[src/rtl/ram_scan_system_if.sv]
// rtl/ram_scan_system_if.sv - user write, clear, hold and scan-read signals of ram_scan_system
interface ram_scan_system_if #(
    parameter int DATA_W = 4,
    parameter int ADDR_W = 5
);
    logic              wr_en;
    logic [ADDR_W-1:0] wr_addr;
    logic [DATA_W-1:0] wr_data;
    logic              clear_req;
    logic              hold;
    logic [ADDR_W-1:0] rd_addr;
    logic [DATA_W-1:0] rd_data;
    logic              busy;

    modport master (
        output wr_en, wr_addr, wr_data, clear_req, hold,
        input  rd_addr, rd_data, busy
    );

    modport slave (
        input  wr_en, wr_addr, wr_data, clear_req, hold,
        output rd_addr, rd_data, busy
    );
endinterface

[src/rtl/ram_scan_system.sv]
// rtl/ram_scan_system.sv - RAM with user write port, auto-scanning read port and clear FSM
module ram_scan_system #(
    parameter int DATA_W   = 4,
    parameter int ADDR_W   = 5,
    parameter int SCAN_DIV = 50_000_000
) (
    input  logic            clk,
    input  logic            reset_n,
    ram_scan_system_if.slave bus
);
    localparam int DEPTH  = 2 ** ADDR_W;
    localparam int TICK_W = $clog2(SCAN_DIV);
    localparam logic [TICK_W-1:0] TICK_MAX = TICK_W'(SCAN_DIV - 1);

    typedef enum logic {IDLE, CLEAR} state_t;

    logic [DATA_W-1:0] mem_q [DEPTH];

    state_t            state_q;
    logic [ADDR_W-1:0] clr_addr_q;
    logic              busy_q;
    logic              clear_q;
    logic [TICK_W-1:0] tick_q;
    logic [ADDR_W-1:0] scan_addr_q;
    logic [ADDR_W-1:0] rd_addr_q;
    logic [DATA_W-1:0] rd_data_q;

    logic              mem_we_d;
    logic [ADDR_W-1:0] mem_waddr_d;
    logic [DATA_W-1:0] mem_wdata_d;
    logic              clear_edge;

    assign clear_edge = bus.clear_req & ~clear_q;

    // The clear engine owns the write port while active; user writes are dropped.
    always_comb begin
        mem_we_d    = 1'b0;
        mem_waddr_d = bus.wr_addr;
        mem_wdata_d = bus.wr_data;
        if (state_q == CLEAR) begin
            mem_we_d    = 1'b1;
            mem_waddr_d = clr_addr_q;
            mem_wdata_d = '0;
        end else if (bus.wr_en) begin
            mem_we_d = 1'b1;
        end
    end

    always_ff @(posedge clk) begin
        if (mem_we_d) begin
            mem_q[mem_waddr_d] <= mem_wdata_d;
        end
    end

    always_ff @(posedge clk or negedge reset_n) begin
        if (!reset_n) begin
            state_q    <= IDLE;
            clr_addr_q <= '0;
            busy_q     <= 1'b0;
            clear_q    <= 1'b0;
        end else begin
            clear_q <= bus.clear_req;
            case (state_q)
                IDLE: begin
                    if (clear_edge) begin
                        state_q    <= CLEAR;
                        clr_addr_q <= '0;
                        busy_q     <= 1'b1;
                    end
                end
                CLEAR: begin
                    clr_addr_q <= clr_addr_q + 1'b1;
                    if (clr_addr_q == ADDR_W'(DEPTH - 1)) begin
                        state_q <= IDLE;
                        busy_q  <= 1'b0;
                    end
                end
                default: begin
                    state_q <= IDLE;
                    busy_q  <= 1'b0;
                end
            endcase
        end
    end

    always_ff @(posedge clk or negedge reset_n) begin
        if (!reset_n) begin
            tick_q      <= '0;
            scan_addr_q <= '0;
        end else if (!bus.hold) begin
            if (tick_q == TICK_MAX) begin
                tick_q      <= '0;
                scan_addr_q <= scan_addr_q + 1'b1;
            end else begin
                tick_q <= tick_q + 1'b1;
            end
        end
    end

    // Write-first: a same-cycle write to the scanned address is forwarded.
    always_ff @(posedge clk or negedge reset_n) begin
        if (!reset_n) begin
            rd_addr_q <= '0;
            rd_data_q <= '0;
        end else begin
            rd_addr_q <= scan_addr_q;
            if (mem_we_d && (mem_waddr_d == scan_addr_q)) begin
                rd_data_q <= mem_wdata_d;
            end else begin
                rd_data_q <= mem_q[scan_addr_q];
            end
        end
    end

    assign bus.rd_addr = rd_addr_q;
    assign bus.rd_data = rd_data_q;
    assign bus.busy    = busy_q;
endmodule

[src/flat_wrapper.sv]
// flat-port wrapper written by rule: the top's interface ports become plain ports
module ram_scan_system_flat 
#(
    parameter int DATA_W   = 4,
    parameter int ADDR_W   = 5,
    parameter int SCAN_DIV = 50_000_000
)
  (clk, reset_n, bus_wr_en, bus_wr_addr, bus_wr_data, bus_clear_req, bus_hold, bus_rd_addr, bus_rd_data, bus_busy);
  ram_scan_system_if #(.DATA_W(DATA_W), .ADDR_W(ADDR_W)) bus_i ();
  input  logic clk;
  input  logic reset_n;
  input wire logic [$bits(bus_i.wr_en)-1:0] bus_wr_en;
  input wire logic [$bits(bus_i.wr_addr)-1:0] bus_wr_addr;
  input wire logic [$bits(bus_i.wr_data)-1:0] bus_wr_data;
  input wire logic [$bits(bus_i.clear_req)-1:0] bus_clear_req;
  input wire logic [$bits(bus_i.hold)-1:0] bus_hold;
  output wire logic [$bits(bus_i.rd_addr)-1:0] bus_rd_addr;
  output wire logic [$bits(bus_i.rd_data)-1:0] bus_rd_data;
  output wire logic [$bits(bus_i.busy)-1:0] bus_busy;
  assign bus_i.wr_en = bus_wr_en;
  assign bus_i.wr_addr = bus_wr_addr;
  assign bus_i.wr_data = bus_wr_data;
  assign bus_i.clear_req = bus_clear_req;
  assign bus_i.hold = bus_hold;
  assign bus_rd_addr = bus_i.rd_addr;
  assign bus_rd_data = bus_i.rd_data;
  assign bus_busy = bus_i.busy;
  ram_scan_system #(.DATA_W(DATA_W), .ADDR_W(ADDR_W), .SCAN_DIV(SCAN_DIV)) u_core (.clk(clk), .reset_n(reset_n), .bus(bus_i));
endmodule
[config.mk]
export PLATFORM = sky130hd
export DESIGN_NAME = ram_scan_system_flat
export DESIGN_NICKNAME = d
export VERILOG_FILES = /design/src/rtl/ram_scan_system_if.sv /design/src/rtl/ram_scan_system.sv /design/src/flat_wrapper.sv
export SDC_FILE = /design/constraint.sdc
export NUM_CORES = 1
export LEC_CHECK = 0
export CORE_ASPECT_RATIO = 1.1
export CORE_MARGIN = 2
export CORE_UTILIZATION = 35
export DETAILED_ROUTE_END_ITERATION = 8
export REMOVE_ABC_BUFFERS = 1
export SLEW_MARGIN = 20
export SYNTH_ARGS = -nofsm -noshare
export SYNTH_HDL_FRONTEND = slang
export SYNTH_SLANG_ARGS = --single-unit
[constraint.sdc]
create_clock -name clk -period 5.63 [get_ports clk]
set_clock_uncertainty 0.05 [all_clocks]
set_input_delay 1.4075 -clock clk [delete_from_list [all_inputs] [get_ports clk]]
set_output_delay 1.4075 -clock clk [all_outputs]
set_load 0.005 [all_outputs]
Word-level counts from Yosys, hierarchy flattened. Memory sizes are Yosys's and may differ from the RTL's. A register that Yosys moved wholly into a read port is not among the register bits. Cells that the tools add are included.

Shifts and indexed selects: 0. Multipliers: 0. Multiplexer cells: 15. Bitwise operators: 4. Reduce and logical (&&, ||, !) cells: 3. Order comparisons: 0. Equal/unequal tests: 4. Add/sub/neg operators: 3. Divide/modulo/power cells: 0.

Operator list (number): $add 26x1->26 const B (1); $eq 26x26->1 const B (1); $mux 26 (1); $add 5x1->5 const B (2); $mux 5 (2); $pmux 5 s2 (1); $mux 1 (8); $eq 5x5->1 const B (1); $mux 4 (1); $pmux 1 s2 (2); $reduce_and 2->1 (2); $not 1->1 (3); $ne 2x1->1 const B (1); $ne 2x2->1 const B (1); $and 1x1->1 (1); $logic_not 1->1 (1).

Bits in writable memories: 128. Input bits: 14. Bits in read-only memories: 0. Memories: 1. Latch bits: 0. Word-level logic and storage cells: 37. Output and inout bits: 10. Flip-flop bits (word level): 44.

Memory list: u_core.mem_q (words 32, width 4, rd ports 1, clocked after Yosys merged registers in 1, wr ports 1, RTL line ram_scan_system.sv:17) `logic [DATA_W-1:0] mem_q [DEPTH];`.

Logic depth before layout (Yosys ltp). Gate-level depths: netlist (run 1).

Depth after elaboration: 4. Depth in mapped cells: 8. Depth with buffers taken out: 6.

Least setup slack after synthesis (run 1). No wires, ideal clock.

Kind: input -> register. Start: input bus_hold. End: register u_core.scan_addr_q[1]. Buffers on the path: 1. Data required time: 5.453 ns. Slack: 2.789 ns. Arrival time: 2.663 ns. Library setup time: 0.127 ns. Stages: 4. Path through: clkbuf_1 or2_1 nor4_4 mux2_1.

Cells in the longest elaborated chain, start to end: 2.

RTL lines: from (decl) (RTL line flat_wrapper.sv:16) `input wire logic [$bits(bus_i.hold)-1:0] bus_hold;`; $not 1->1 (no source line); $reduce_and 2->1 (no source line); to (signal assigned) (RTL line ram_scan_system.sv:93) `scan_addr_q <= scan_addr_q + 1'b1;`; to (decl) (RTL line ram_scan_system.sv:24) `logic [ADDR_W-1:0] scan_addr_q;`.

Every way passes these cells. A chain may end at the register's enable or synchronous reset.

Final worst setup path (run 1).
Start: input bus_hold. End: register u_core.scan_addr_q[4].

The elaborated chain is that of the path after synthesis.

==> impl_metrics.toml, run 1 <==
[floorplan]
chipWidth_um = 143.7
start_util_pct = 35.41
die_h_um = 157.7
core_mm2 = 0.02123
dieArea_mm2 = 0.02267
ioPinCount = 24
rows = 56

[worst_setup_path]
regToRegStartpoint = "u_core.scan_addr_q[1]$_DFFE_PN0P_"
critPathKind = "in -> reg"
timing.rr.end = "u_core.bus.rd_data[0]$_DFF_PN0_"
max_stage_delay_ns = 0.85
crit_path_start = "bus_hold"
cp_data_required_time_ns = 5.88
start_kind = "primary input"
crit_end = "u_core.scan_addr_q[4]$_DFFE_PN0P_"
path_cells = "clkdlybuf4s50_1 > or2_1 > nor4_4 > nand4_1 > xnor2_1"
reg2reg_slack_ns = 2.81
ff2ff_path_depth = 6
cp_max_fo = 19
cp_slowest_cell = "nor4_4"
cp.arrival_ns = 3.54
end_kind = "flip-flop"

[sta]
slew_violations = 0
whs_ns = 0.4503
slew_headroom_pct = 36.65
rsz0062_at_grt = "false"
finalSetupViolations = 0
worstMarginPinSlew_ns = 0.9432
fmax_ghz = 0.3042
fin_ws_ns = 2.343
finalCriticalPeriod_ns = 3.287
final.setup.tns_ns = 0
final_hold_viol_count = 0
finalCritPeriodShare_pct = 58.39

[finish]
num_antenna_cells = 0
seq_area_mm2 = 0.005050
multiInputGateArea_mm2 = 0.002351
synthToLayoutAreaGrowth_pct = 15.76
drive_above_1_share_pct = 9.450
nets = 588
utilization_pct = 40.99
fill_cells = 1936

[clock_network]
cts_buffer_depth = 2
post_cts.repair.setup_buffers = 0
root_buffer = "clkbuf_16"
path_clk_slew_ns = 0.07
cts_tree = "yes"
cts.sinks = 176
cts_made_buffers = 17
post_cts_hold_buffer_count = 0
clock_latency_ns = 0.43
cts_resized = 0
cts.htree.levels = 4

[global_route]
antenna_found_initial = 0
grt.overflow.total = 0
grt_pass1_vias = 4537
grt_pass1_wl_um = 25050
grt_max_degree = 49
track_usage_pct = 14.86

[power]
seq_power_share_pct = 49.0
leakagePower_nw = 2.989
p_comb_share_pct = 17.0
switching_share_pct = 27.79
p_int_mw = 2.534
ir_worst_vdd_uv = 237.3
p_per_area_mw_per_mm2 = 403.3
p_sw_mw = 0.9752
pwr-share-clk_pct = 34.0

[synth]
ys_top_cells_by_area = "edfxtp_1 51%, dfrtp_1 16%, mux2i_1 9.2%"
ys_ff_latch = 176
synthXorXnorAreaFrac_pct = 3.961
synth_top_area_share_pct = 51.12
yosysWarnings = 0
synthSimpleGateAreaFrac_pct = 10.18
yosysTopAreaCell = "edfxtp_1"
muxShareOfSynthArea_pct = 10.72
synth_fa_ha_area_share_pct = 0.8321
synthDistinctLibCells = 41
syn_avg_cell_area_um2 = 13.97
synth_compound_area_share_pct = 5.442
synth_area_mm2 = 0.007518
synth_top_family_by_area = "multiplexers"
synthCells = 538
ys_seq_area_share_pct = 67.10

[min_path]
min_path_type = "reg -> reg"

[placement]
dp_hpwl_um = 10380
port_buffers = 23
post-place-ws_ns = 1.867
gp_congestion = 0.8103

[detailed_routing]
drc_errors = 0
drt.antenna.violating_nets = 0
routed_wl_um = 15940
wl_per_cell_um = 18.28
drt-initial-drc-count = 382
via_per_inst = 5.107
first_pass_iters = 5
via_count = 4453

[job]
maxCapViolations = 0

[status]
outcome = "completed"
-- stage by stage --
stage / cell area (µm²) / std cells / power (mW)
finish: 8703 / 872 / 3.510
global route: 8703 / 872 / 3.664
CTS: 8702 / 872 / 3.532
detailed placement: 8097 / 840 / 2.341
global placement: 8082 / 838 / 2.310
floorplan: 7405 / 515 / 2.074
-- critical path: cells and delay by family --
| family | cells | cell delay, ns |
|---|---|---|
| xor gates and xnor gates | 1 | 0.17 |
| and+or+nand+nor | 3 | 1.39 |
| buffers and inverters | 1 | 0.57 |
-- flip-flops by register name, indices dropped and copies added (netlist names) --
register and flops:
u_core.mem_q 128, u_core.tick_q 26, u_core.bus.rd_addr 5, u_core.clr_addr_q 5, u_core.scan_addr_q 5, u_core.bus.rd_data 4, u_core.bus.busy 1, u_core.clear_q 1
u_core.state_q 1
-- placed cells by master (no fill, tap or decap), types with 6 or more instances in the layout --
cell type / instances
a21oi_1: 18
a22oi_1: 33
and3_1: 6
buf_4: 12
clkbuf_16: 17
clkdlybuf4s50_1: 22
dfrtp_1: 46
edfxtp_1: 128
mux2i_1: 69
nand2_1: 27
nand3_1: 16
nand4_1: 12
nor2_1: 53
nor4_1: 8
xnor2_1: 19
xor2_1: 15
-- layer usage --
layer  track usage (%)  part of all wire [%]  vias to the layer above
met4             4.155                   1.4                        0
li1                  -                     -                     2081
met5                 0                     0                        -
met2             23.61                    48                      146
met3             3.781                   6.4                       19
met1             20.28                    45                     2207
-- cell families after synthesis --
| logic type | count (synthesis) |
|---|---|
| flip-flops | 176 |
| AND/OR/NAND/NOR | 154 |
| multiplexers | 78 |
| AO/OA/AOI/OAI | 63 |
| XOR/XNOR | 34 |
| buffers and inverters | 28 |
| adder cells (fa/ha/maj) | 5 |
-- worst min-delay path by stage --
stage,start,to,cells past startpoint
after floorplan,u_core.tick_q[6]$_DFFE_PN0N_,u_core.tick_q[6]$_DFFE_PN0N_,1
after global placement,u_core.tick_q[18]$_DFFE_PN0N_,u_core.tick_q[18]$_DFFE_PN0N_,1
after detailed placement,u_core.tick_q[18]$_DFFE_PN0N_,u_core.tick_q[18]$_DFFE_PN0N_,1
after CTS,u_core.tick_q[18]$_DFFE_PN0N_,u_core.tick_q[18]$_DFFE_PN0N_,1
after global routing,u_core.tick_q[11]$_DFFE_PN0N_,u_core.tick_q[11]$_DFFE_PN0N_,1
final,u_core.tick_q[18]$_DFFE_PN0N_,u_core.tick_q[18]$_DFFE_PN0N_,1
-- final cells by class --
| type | count | area share (%) |
|---|---|---|
| repair buffers | 35 | 3.623 |
| clock inverters | 12 | 1.826 |
| well taps | 290 | 4.169 |
| flip-flops and latches | 176 | 58.02 |
| multi-input cells | 334 | 27.01 |
| inverters | 5 | 0.2156 |
| clock buffers | 20 | 5.132 |
-- cells in the mapped netlist, drive strengths merged --
cell type	number
a21o	1
a21oi	18
a22oi	33
a31oi	1
a32oi	2
and2	2
and3	6
and4	1
buf	14
clkbuf	9
dfrtp	48
edfxtp	128
ha	5
inv	5
mux2	7
mux2i	71
nand2	27
nand2b	4
nand3	16
nand4	12
nand4b	2
nor2	54
nor2b	9
nor3	4
nor4	9
nor4bb	1
o21ai	8
or2	2
or3	4
or4	1
xnor2	19
xor2	15
-- power by group through the flow --
stage / combinational (mW) / sequential (mW) / clock, mW
2_1_floorplan: 0.359 / 1.71 / 0
3_3_place_gp: 0.572 / 1.74 / 0
3_5_place_dp: 0.596 / 1.75 / 0
4_1_cts: 0.599 / 1.72 / 1.21
5_1_grt: 0.663 / 1.74 / 1.26
6_report: 0.595 / 1.72 / 1.19
(Power assumes the default switching activity.)
==> run 2, diff against run 1 <==
clock period = 3.4 ns   (was 5.63 ns; I/O delays follow)
==> impl_metrics.toml, run 2 (synthesis results as in run 1) <==
[global_route]
grt_max_degree = 41
met2_usage_pct = 23.79
track_usage_pct = 14.76
grtUsageMet3_pct = 3.358
grt_use_met1_pct = 20.00
antenna_found_initial = 0
grt_pass1_wl_um = 24970
grt_pass1_vias = 4523
grt.overflow.total = 0
busiest_layer = "met2"

[clock_network]
post_cts_hold_buffer_count = 0
cts_made_buffers = 17
cts_buffer_depth = 2
path_clk_slew_ns = 0.07
cts_resized = 0
post_cts.repair.setup_buffers = 0
clock_latency_ns = 0.43
root_buffer = "clkbuf_16"
cts_tree = "yes"
cts.sinks = 176
cts.htree.levels = 4

[job]
maxCapViolations = 0

[finish]
largest_register = "u_core.mem_q"
synthToLayoutAreaGrowth_pct = 15.78
drive_above_1_share_pct = 10.09
final_cell_mix = "128 x edfxtp_1, 69 x mux2i_1, 53 x nor2_1"
largest_reg_flops = 128
final_common_cell = "edfxtp_1"
stdcell_area_mm2 = 0.008705
nets = 591
fill_cells = 1925
num_antenna_cells = 0
utilization_pct = 41.00
reg_top3 = "u_core.mem_q x128, u_core.tick_q x26"

[worst_setup_path]
cp.arrival_ns = 2.83
cp_max_fo = 11
start_kind = "primary input"
cp_data_required_time_ns = 3.67
critPathKind = "in -> reg"
end_kind = "flip-flop"

[sta]
fmax_ghz = 0.3907
final_hold_viol_count = 0
rsz0062_at_grt = "false"
worstMarginPinSlew_ns = 0.8474
final.setup.tns_ns = 0
slew_violations = 0
fin_ws_ns = 0.8405
slew_headroom_pct = 43.45
finalCritPeriodShare_pct = 75.28
finalSetupViolations = 0
finalCriticalPeriod_ns = 2.559

[placement]
gp_congestion = 0.8108
post-place-ws_ns = 0.3822
placed_area_mm2 = 0.008138
port_buffers = 23
dp_hpwl_um = 10370

[status]
outcome = "completed"

[power]
p_total_mw = 5.685
ir_worst_vdd_uv = 435.8
p_per_area_mw_per_mm2 = 653.1
leakagePower_nw = 3.007

[detailed_routing]
wl_per_cell_um = 18.09
via_count = 4404
first_pass_iters = 4
routed_wl_um = 15830
drc_errors = 0
via_per_inst = 5.033
drt-initial-drc-count = 325
drt.antenna.violating_nets = 0

[floorplan]
start_util_pct = 35.41
chipWidth_um = 143.7
ioPinCount = 24
rows = 56
dieArea_mm2 = 0.02267
die_h_um = 157.7
core_mm2 = 0.02123

[min_path]
min_path_type = "in -> async"
[run 2: changes by cell type in the layout (fill, tap and decap cells not counted), moves of 2 or more]
cell / delta
clkbuf_16: +2
clkinv_4: -2
clkinv_2: +2
clkinvlp_4: -2
bufinv_16: -3
buf_4: +2
inv_4: +3
[run 2: final cells by class]
type	instances	area [µm²]	area share [%]
tap	290	362.8	4.168
inverter	5	18.77	0.2156
clock buffer	21	493.0	5.663
multi-input combinational	334	2357	27.08
timing repair buffer	38	350.3	4.025
sequential	176	5049	58.00
clock inverter	11	73.82	0.8481
[run 2: final timing paths]
path	start	endpoint	slack (ns)	cells past startpoint
min	reset_n	u_core.tick_q[5]$_DFFE_PN0N_	0.39	1
min reg2reg	u_core.tick_q[18]$_DFFE_PN0N_	u_core.tick_q[18]$_DFFE_PN0N_	0.45	1
min in group clk	u_core.tick_q[18]$_DFFE_PN0N_	u_core.tick_q[18]$_DFFE_PN0N_	0.45	1
max in group asynchronous	reset_n	u_core.bus.rd_data[1]$_DFF_PN0_	2.30	2
max reg2reg	u_core.state_q$_DFF_PN0_	u_core.bus.rd_data[1]$_DFF_PN0_	0.94	6
max	bus_hold	u_core.tick_q[19]$_DFFE_PN0N_	0.84	6
[run 2: through the flow]
step,hold slack [ns],std cells
after floorplan,0.4087,515
after global placement,0.4324,843
after detailed placement,0.4415,843
after CTS,0.4022,875
after global routing,0.4359,875
final,0.3889,875
[run 2: metal layers]
| layer | wire, µm | part of all wire (%) |
|---|---|---|
| met5 | 0 | 0 |
| met1 | 7281 | 46 |
| met3 | 805 | 5.1 |
| met4 | 210 | 1.3 |
| met2 | 7532 | 48 |
[run 2: worst max-delay path, stage by stage]
cell	delay [ns]
clkdlybuf4s50_1	0.55
nand4b_1	0.39
nor4_1	0.64
nand3_1	0.17
xor2_1	0.17
nor2_1	0.05
[run 2: power breakdown]
part | total, mW | switching [mW] | internal [mW] | leakage [nW]
combinational | 1.01 | 0.658 | 0.355 | 0.904
clock | 1.84 | 0.800 | 1.04 | 0.289
sequential | 2.83 | 0.166 | 2.66 | 1.81
total | 5.69 | 1.62 | 4.06 | 3.01
==> run 3, diff against run 2 <==
clock period = 2.6 ns   (was 3.4 ns; I/O delays follow)
==> impl_metrics.toml, run 3 (synthesis results as in run 1) <==
[floorplan]
rows = 56
start_util_pct = 35.41
chipWidth_um = 143.7
core_mm2 = 0.02123
ioPinCount = 24
die_h_um = 157.7
dieArea_mm2 = 0.02267

[power]
p_total_mw = 7.496
seq_power_share_pct = 49.3
pwr-share-clk_pct = 32.0
p_int_mw = 5.341
p_per_area_mw_per_mm2 = 843.2
switching_share_pct = 28.74
leakagePower_nw = 3.090
p_sw_mw = 2.155
p_comb_share_pct = 18.7
ir_worst_vdd_uv = 487.1

[finish]
nets = 612
final_cell_mix = "128 x edfxtp_1, 69 x mux2i_1, 53 x nor2_1"
reg_top3 = "u_core.mem_q x128, u_core.tick_q x26"
final_common_cell = "edfxtp_1"
largest_register = "u_core.mem_q"
drive_above_1_share_pct = 13.04
largest_reg_flops = 128
synthToLayoutAreaGrowth_pct = 18.24
utilization_pct = 41.87
num_antenna_cells = 0

[worst_setup_path]
crit_end = "u_core.mem_q[8][2]$_DFFE_PP_"
timing.rr.end = "u_core.mem_q[8][2]$_DFFE_PP_"
crit_path_start = "u_core.state_q$_DFF_PN0_"
start_kind = "flip-flop"
max_stage_delay_ns = 0.70
critPathKind = "reg -> reg"
cp.arrival_ns = 2.35
regToRegStartpoint = "u_core.state_q$_DFF_PN0_"
cp_slowest_cell = "dfrtp_1"
path_cells = "mux2_2 > or3_1 > nor2_1"
ff2ff_path_depth = 3
cp_data_required_time_ns = 2.64
cp_max_fo = 12
end_kind = "flip-flop"
reg2reg_slack_ns = 0.29

[detailed_routing]
via_per_inst = 5.004
first_pass_iters = 4
drt-initial-drc-count = 389
drt.antenna.violating_nets = 0
via_count = 4484
drc_errors = 0
routed_wl_um = 16080
wl_per_cell_um = 17.95

[global_route]
grt_pass1_vias = 4623
met2_usage_pct = 25.10
track_usage_pct = 15.13
grt.overflow.total = 0
grt_max_degree = 51
grtUsageMet3_pct = 3.418
busiest_layer = "met2"
grt_use_met1_pct = 19.62
antenna_found_initial = 0
grt_pass1_wl_um = 25550

[clock_network]
post_cts.repair.setup_buffers = 0
cts_tree = "yes"
cts.sinks = 176
clock_latency_ns = 0.43
post_cts_hold_buffer_count = 0
cts_buffer_depth = 2
path_clk_slew_ns = 0.07
cts_resized = 0
cts_made_buffers = 17
cts.htree.levels = 4
root_buffer = "clkbuf_16"

[placement]
dp_hpwl_um = 10870
port_buffers = 23
gp_congestion = 0.8099

[sta]
whs_ns = 0.03903
rsz0062_at_grt = "false"
worstMarginPinSlew_ns = 0.5636
final_hold_viol_count = 0
slew_headroom_pct = 62.43
finalCritPeriodShare_pct = 88.69
finalSetupViolations = 0
fmax_ghz = 0.4336
final.setup.tns_ns = 0
slew_violations = 0
finalCriticalPeriod_ns = 2.306

[min_path]
min_path_type = "in -> async"

[job]
maxCapViolations = 0

[status]
outcome = "completed"
-- run 3: power groups by stage --
stage          Combinational [mW]  Sequential [mW]  Clock, mW
5_1_grt                      1.54             3.74       2.57
2_1_floorplan               0.778             3.71          0
4_1_cts                      1.41             3.70       2.45
6_report                     1.40             3.70       2.40
3_3_place_gp                 1.36             3.74          0
3_5_place_dp                 1.41             3.76          0
-- run 3: area by class of cell --
cell class | instances | area [µm²]
Timing Repair Buffer | 59 | 545.5
Clock buffer | 17 | 425.4
Fill cell | 1926 | 12340
Sequential cell | 176 | 5049
Tap cell | 290 | 362.8
Inverter | 5 | 18.77
Multi-Input combinational cell | 334 | 2351
Clock inverter | 15 | 137.6
-- run 3: worst min path at each step --
stage | to | depth (start not counted)
global placement | u_core.tick_q[24]$_DFFE_PN0N_ | 1
finish | u_core.tick_q[12]$_DFFE_PN0N_ | 1
global route | u_core.tick_q[12]$_DFFE_PN0N_ | 1
detailed placement | u_core.tick_q[24]$_DFFE_PN0N_ | 1
floorplan | u_core.bus.busy$_DFFE_PN0P_ | 0
CTS | u_core.tick_q[12]$_DFFE_PN0N_ | 1
-- run 3: metal layers --
layer  share of wire (%)  vias up
met5                   0        -
met4                0.59        0
met3                 4.2        7
met2                  50       96
met1                  45     2261
li1                    -     2120
-- run 3: worst max-delay path, delay by kind of cell, from the launching register on --
| family | cells | cell delay [ns] |
|---|---|---|
| flops | 1 | 0.70 |
| mux | 1 | 0.44 |
| simple gates | 2 | 0.77 |
-- run 3: per-stage QoR --
| step | cell area, µm² | std cells | setup WS, ns |
|---|---|---|---|
| 3_5_place_dp | 8327 | 864 | -0.005904 |
| 3_3_place_gp | 8327 | 864 | 0.06044 |
| 4_1_cts | 8890 | 896 | 0.2705 |
| 6_report | 8890 | 896 | 0.2940 |
| 2_1_floorplan | 7405 | 515 | -0.7700 |
| 5_1_grt | 8890 | 896 | 0.1097 |
==> patch 1: new RTL, config.mk and constraints of run 2 <==
`SCAN_DIV` is set to 50_000_000 in 2 places; all go to 12_500_000.
--- a/src/rtl/ram_scan_system.sv
+++ b/src/rtl/ram_scan_system.sv
@@ -3,5 +3,5 @@
     parameter int DATA_W   = 4,
     parameter int ADDR_W   = 5,
-    parameter int SCAN_DIV = 50_000_000
+    parameter int SCAN_DIV = 12_500_000
 ) (
     input  logic            clk,
--- a/src/flat_wrapper.sv
+++ b/src/flat_wrapper.sv
@@ -4,5 +4,5 @@
     parameter int DATA_W   = 4,
     parameter int ADDR_W   = 5,
-    parameter int SCAN_DIV = 50_000_000
+    parameter int SCAN_DIV = 12_500_000
 )
   (clk, reset_n, bus_wr_en, bus_wr_addr, bus_wr_data, bus_clear_req, bus_hold, bus_rd_addr, bus_rd_data, bus_busy);
Behaviour: same outputs for any inputs over 10 cycles, from zero or initial values and one cycle with reset_n low; that may be too few to reach the edited logic, so the function may still have changed.
==> patch 1 against run 2 <==
Sequential cell count is 2 lower; power is 3.2% higher; final cell count is 0.11% higher; wire length is 4.7% higher; setup slack hardly changed; critical path depth is 2 lower; die area is 0.72% lower; final area hardly changed; synthesized area is 0.73% lower.
==> patch 1: results (changes against run 2) <==
| Metric | Value |
|---|---|
| Leakage Power | `3.24 nW (+7.6%)` |
| Nets | `591 (unchanged)` |
| Vias in the first global route | `4597 (+1.6%)` |
| DR pass1 iterations | `5 (+1)` |
| Top cells by count, synth | `edfxtp_1, mux2i_1, nor2_1, dfrtp_1, nand2_1` |
| CP Max Fanout | `25 (+14)` |
| Layout cells sized above 1 | `0.128 (+0.0271)` |
| Fin crit period | `2.56 ns (+0.000251 ns)` |
| FFs w/ async S/R, synth | `0.264 (-0.00836)` |
| Critical Path Source | `u_core.state_q` |
| VDD IR max | `0.361 mV (-17%)` |
| Top FF cell, synth | `edfxtp_1` |
| Yosys cell types | `47 (+15%)` |
| FF-to-FF End | `u_core.mem_q[6][2]` |
| Total clock buffers created by CTS | `17 (unchanged)` |
| Routing usage on met3 | `0.0338 (+0.000194)` |
| Switching pwr | `0.00178 W (+9.6%)` |
| Slew @ Worst Pin | `0.891 ns (+0.0433 ns)` |
| Largest net degree at the start of global routing | `34 (-17%)` |
| Reg-to-reg slack, setup | `0.84 ns (-0.10 ns)` |
| H-tree depth | `4 (unchanged)` |
| First-pass GRT wire length | `25900 um (+3.8%)` |
| Largest registers | `u_core.mem_q (128), u_core.tick_q (24)` |
| FF-to-FF path depth | `4 (-2)` |
| Met1 usage | `0.198 (-0.00163)` |
| Post-CTS Resized | `0 (unchanged)` |
| Drt wl/cell | `18.9 um (+4.6%)` |
| Clk. pwr | `0.00198 W (+8%)` |
| Post-synth EDFFs | `128 (unchanged)` |
| Met2 Use GR | `0.266 (+0.0283)` |
| Worst EP arrival | `2.60 ns (-0.23 ns)` |
| YS warnings | `0 (unchanged)` |
| Seq/Total Area, Yosys | `0.669 (-0.00176)` |
| FILL cells | `1973 (+2.5%)` |
| Outcome | `finished, final reports clean` |
| Vias | `4422 (+0.41%)` |
| Initial drt markers | `316 (-2.8%)` |
| Smallest hold slack | `0.400 ns (+0.0111 ns)` |
| Total track usage | `0.156 (+0.00868)` |
| DP Wirelength | `11200 um (+7.7%)` |
| CTS root buf | `clkbuf_16` |
| Top cells by area, synth | `edfxtp_1, dfrtp_1, mux2i_1` |
| Clock buffer depth | `2 (unchanged)` |
| RD Place Congestion | `0.801 (-1.2%)` |
| Setup crit end kind | `register` |
| Pre-CTS setup slack | `0.482 ns (+0.0999 ns)` |
==> patch 1: cell types whose count changed after synthesis, sizes merged, moves of 3 or more <==
cell          run 2  this run
xnor2            19        14
nand3            16        13
and3              6         9
nor2             54        59
a21oi            18        14
mux4              0         4
nor4              9         4
nor4b             0         3
a22oi            33        23
mux2i            71        63
nand2            27        35
a31oi             1         8
==> patch 1: per-layer routing <==
metal	vias up	part of all wire
met3	17	0.047
met1	2220	0.43
met4	0	0.013
met2	114	0.51
li1	2071	-
met5	-	0
==> patch 1: area by class of cell <==
class	instances	share of cell area
inverter	5	0.00216
clock buffer	17	0.0489
tap	290	0.0417
timing repair buffer	42	0.0423
sequential	174	0.574
clock inverter	15	0.0227
multi-input combinational	333	0.268
==> patch 1: logic make-up (layout without fill, tap and decap cells) <==
logic type / after synthesis / count (layout) / synth area share
AND/OR/NAND/NOR: 166 / 166 / 0.112
XOR/XNOR: 30 / 30 / 0.0352
flip-flops: 174 / 174 / 0.669
multiplexers: 73 / 73 / 0.106
adder cells (fa/ha/maj): 4 / 4 / 0.00671
AO/OA/AOI/OAI: 60 / 60 / 0.0513
buffers and inverters: 27 / 79 / 0.0189
==> patch 1: stage by stage <==
step                      area [um^2]  cells  power (W)
final                            8710    876    0.00586
after global routing             8710    876    0.00613
after CTS                        8710    876    0.00590
after detailed placement         8080    844    0.00392
after global placement           8080    843    0.00389
after floorplan                  7340    512    0.00346
==> patch 1: critical path, stage by stage, from the launching register on <==
cell     delay [ns]
dfrtp_1        0.92
mux2i_2        0.49
and2_1         0.21
nand2_1        0.16
nor2_1         0.37
==> patch 2: new RTL, config.mk and constraints of run 2 <==
Without the edit above. Reset style: synchronous (`reset_n`), changed in 3 clocked blocks.
--- a/src/rtl/ram_scan_system.sv
+++ b/src/rtl/ram_scan_system.sv
@@ -53,5 +53,5 @@
     end
 
-    always_ff @(posedge clk or negedge reset_n) begin
+    always_ff @(posedge clk) begin
         if (!reset_n) begin
             state_q    <= IDLE;
@@ -84,5 +84,5 @@
     end
 
-    always_ff @(posedge clk or negedge reset_n) begin
+    always_ff @(posedge clk) begin
         if (!reset_n) begin
             tick_q      <= '0;
@@ -99,5 +99,5 @@
 
     // Write-first: a same-cycle write to the scanned address is forwarded.
-    always_ff @(posedge clk or negedge reset_n) begin
+    always_ff @(posedge clk) begin
         if (!reset_n) begin
             rd_addr_q <= '0;
Behaviour: differs if reset_n is asserted again (counterexample within 4 cycles, from zero or initial values and one cycle with reset_n low); with reset_n held inactive, the same outputs for 10 cycles.
==> patch 2 against run 2 <==
Fmax fell by 7.3%; synthesized area shrank 1.6%; sequential cell count stayed put; final cell count decreased by 6.2%; wire length grew 0.30%; first-iteration DRC count fell by 17%; setup slack lost 0.20 ns; final area decreased by 1.5%; core utilization grew 0.54 points; via count is 0.54% lower; non-clock buffer count up 1; largest cell class unchanged; highest routed layer unchanged.
Power is not compared: it rests on default switching activity, and its combinational part moved more than twofold at a synthesized area within 25%.
==> patch 2: results (changes against run 2) <==
| Metric | Value |
|---|---|
| Total track usage | `0.150 (+0.00256)` |
| Layout cells sized above 1 | `0.156 (+0.0549)` |
| Drt wl/cell | `19.3 um (+6.9%)` |
| FF-to-FF path depth | `4 (-2)` |
| Placed cell areas | `7910 um^2 (-2.8%)` |
| H-tree depth | `4 (unchanged)` |
| Pre-CTS setup slack | `0.372 ns (-0.0103 ns)` |
| Nets | `571 (-3.4%)` |
| Antenna violations before repair | `0 (unchanged)` |
| RD Place Congestion | `0.830 (+2.4%)` |
| Routed Antenna Nets | `0 (unchanged)` |
| Tcrit/Tclk final | `0.812 (+0.0589)` |
| Clock buffer depth | `2 (unchanged)` |
| Outcome | `finished, final reports clean` |
| Reg2reg start | `u_core.state_q` |
| VDD IR max | `~0.37 mV` |
| Vias | `4380 (-0.54%)` |
| Seq/Total Area, Yosys | `0.649 (-0.0218)` |
| FF-to-FF End | `u_core.mem_q[20][2]` |
| FILL cells | `1894 (-1.6%)` |
| Smallest hold slack | `0.461 ns (+0.0724 ns)` |
| FFs w/ async S/R, synth | `0 (-0.273)` |
| Clock transition at path regs | `0.07 ns (about the same)` |
| Largest registers | `u_core.mem_q (128), u_core.tick_q (26)` |
| Top cells by count, synth | `edfxtp_1, nor2_1, dfxtp_1, mux4_2, mux2i_1` |
| First-pass GRT wire length | `25000 um (+0.25%)` |
| CTS root buf | `clkbuf_16` |
| Top cells by area, synth | `edfxtp_1, dfxtp_1, mux4_2` |
| HP Class | `reg -> reg` |
| Worst EP arrival | `2.79 ns (-0.04 ns)` |
| Post-CTS Resized | `0 (unchanged)` |
| I/O Buffers | `23 (unchanged)` |
| Reg-to-reg slack, setup | `0.64 ns (-0.30 ns)` |
| Worst skew pair latency | `0.43 ns (about the same)` |
| DP Wirelength | `10900 um (+5.4%)` |
| Setup CP Type | `reg -> reg` |
| Largest net degree at the start of global routing | `34 (-17%)` |
| Total clock buffers created by CTS | `17 (unchanged)` |
| YS warnings | `0 (unchanged)` |
| DR pass1 iterations | `7 (+3)` |
| Yosys cell types | `53 (+29%)` |
| CP Max Fanout | `22 (+11)` |
| Slew HR | `0.341 (-0.0937)` |
| Initial drt markers | `269 (-17%)` |
[patch 2: cell count changes after synthesis, sizes merged, moves of 7 or more]
cell and change:
nor2 +28, dfrtp -48, a22o +8, a22oi -33, mux4 +25, dfxtp +48
nand2 -9, o221ai +8, nor4 -8, mux2i -49, a211oi +7
[patch 2: per-layer routing]
layer  part of all wire  track usage  wire length (um)
met5                  0            0                 0
met4              0.018       0.0570               293
met3              0.051       0.0278               807
met2               0.51        0.256              8120
met1               0.42        0.190              6660
[patch 2: per-stage QoR]
step,std cells,utilization
final,821,0.415
after global routing,821,0.415
after CTS,821,0.415
after detailed placement,789,0.383
after global placement,789,0.383
after floorplan,494,-
[patch 2: area by class of cell]
type | instances | area [um^2] | share of cell area
repair buffers | 39 | 350 | 0.0408
inverters | 6 | 22.5 | 0.00263
flip-flops and latches | 176 | 4810 | 0.560
clock inverters | 15 | 243 | 0.0283
well taps | 256 | 320 | 0.0373
multi-input cells | 312 | 2410 | 0.281
clock buffers | 17 | 425 | 0.0496
[patch 2: report_power, final]
group	total [W]	switching (W)	internal, W
clock network	0.00218	0.000854	0.00133
logic	0.000198	0.000129	0.0000689
registers	0.00236	0.0000185	0.00234
total	0.00474	0.00100	0.00374
[patch 2: kinds of logic (layout without fill, tap and decap cells)]
group	after synthesis	after routing	share of synthesized area
flip-flops	176	176	0.649
XOR/XNOR	30	30	0.0355
adder cells (fa/ha/maj)	5	5	0.00845
buffers and inverters	28	77	0.0265
multiplexers	49	49	0.109
AND/OR/NAND/NOR	181	181	0.124
AO/OA/AOI/OAI	47	47	0.0473
[patch 2: critical path, stage by stage (launching register included)]
cell     delay, ns
dfxtp_1       0.93
inv_1         0.33
o22ai_1       0.28
nand2_1       0.32
nor2_1        0.48
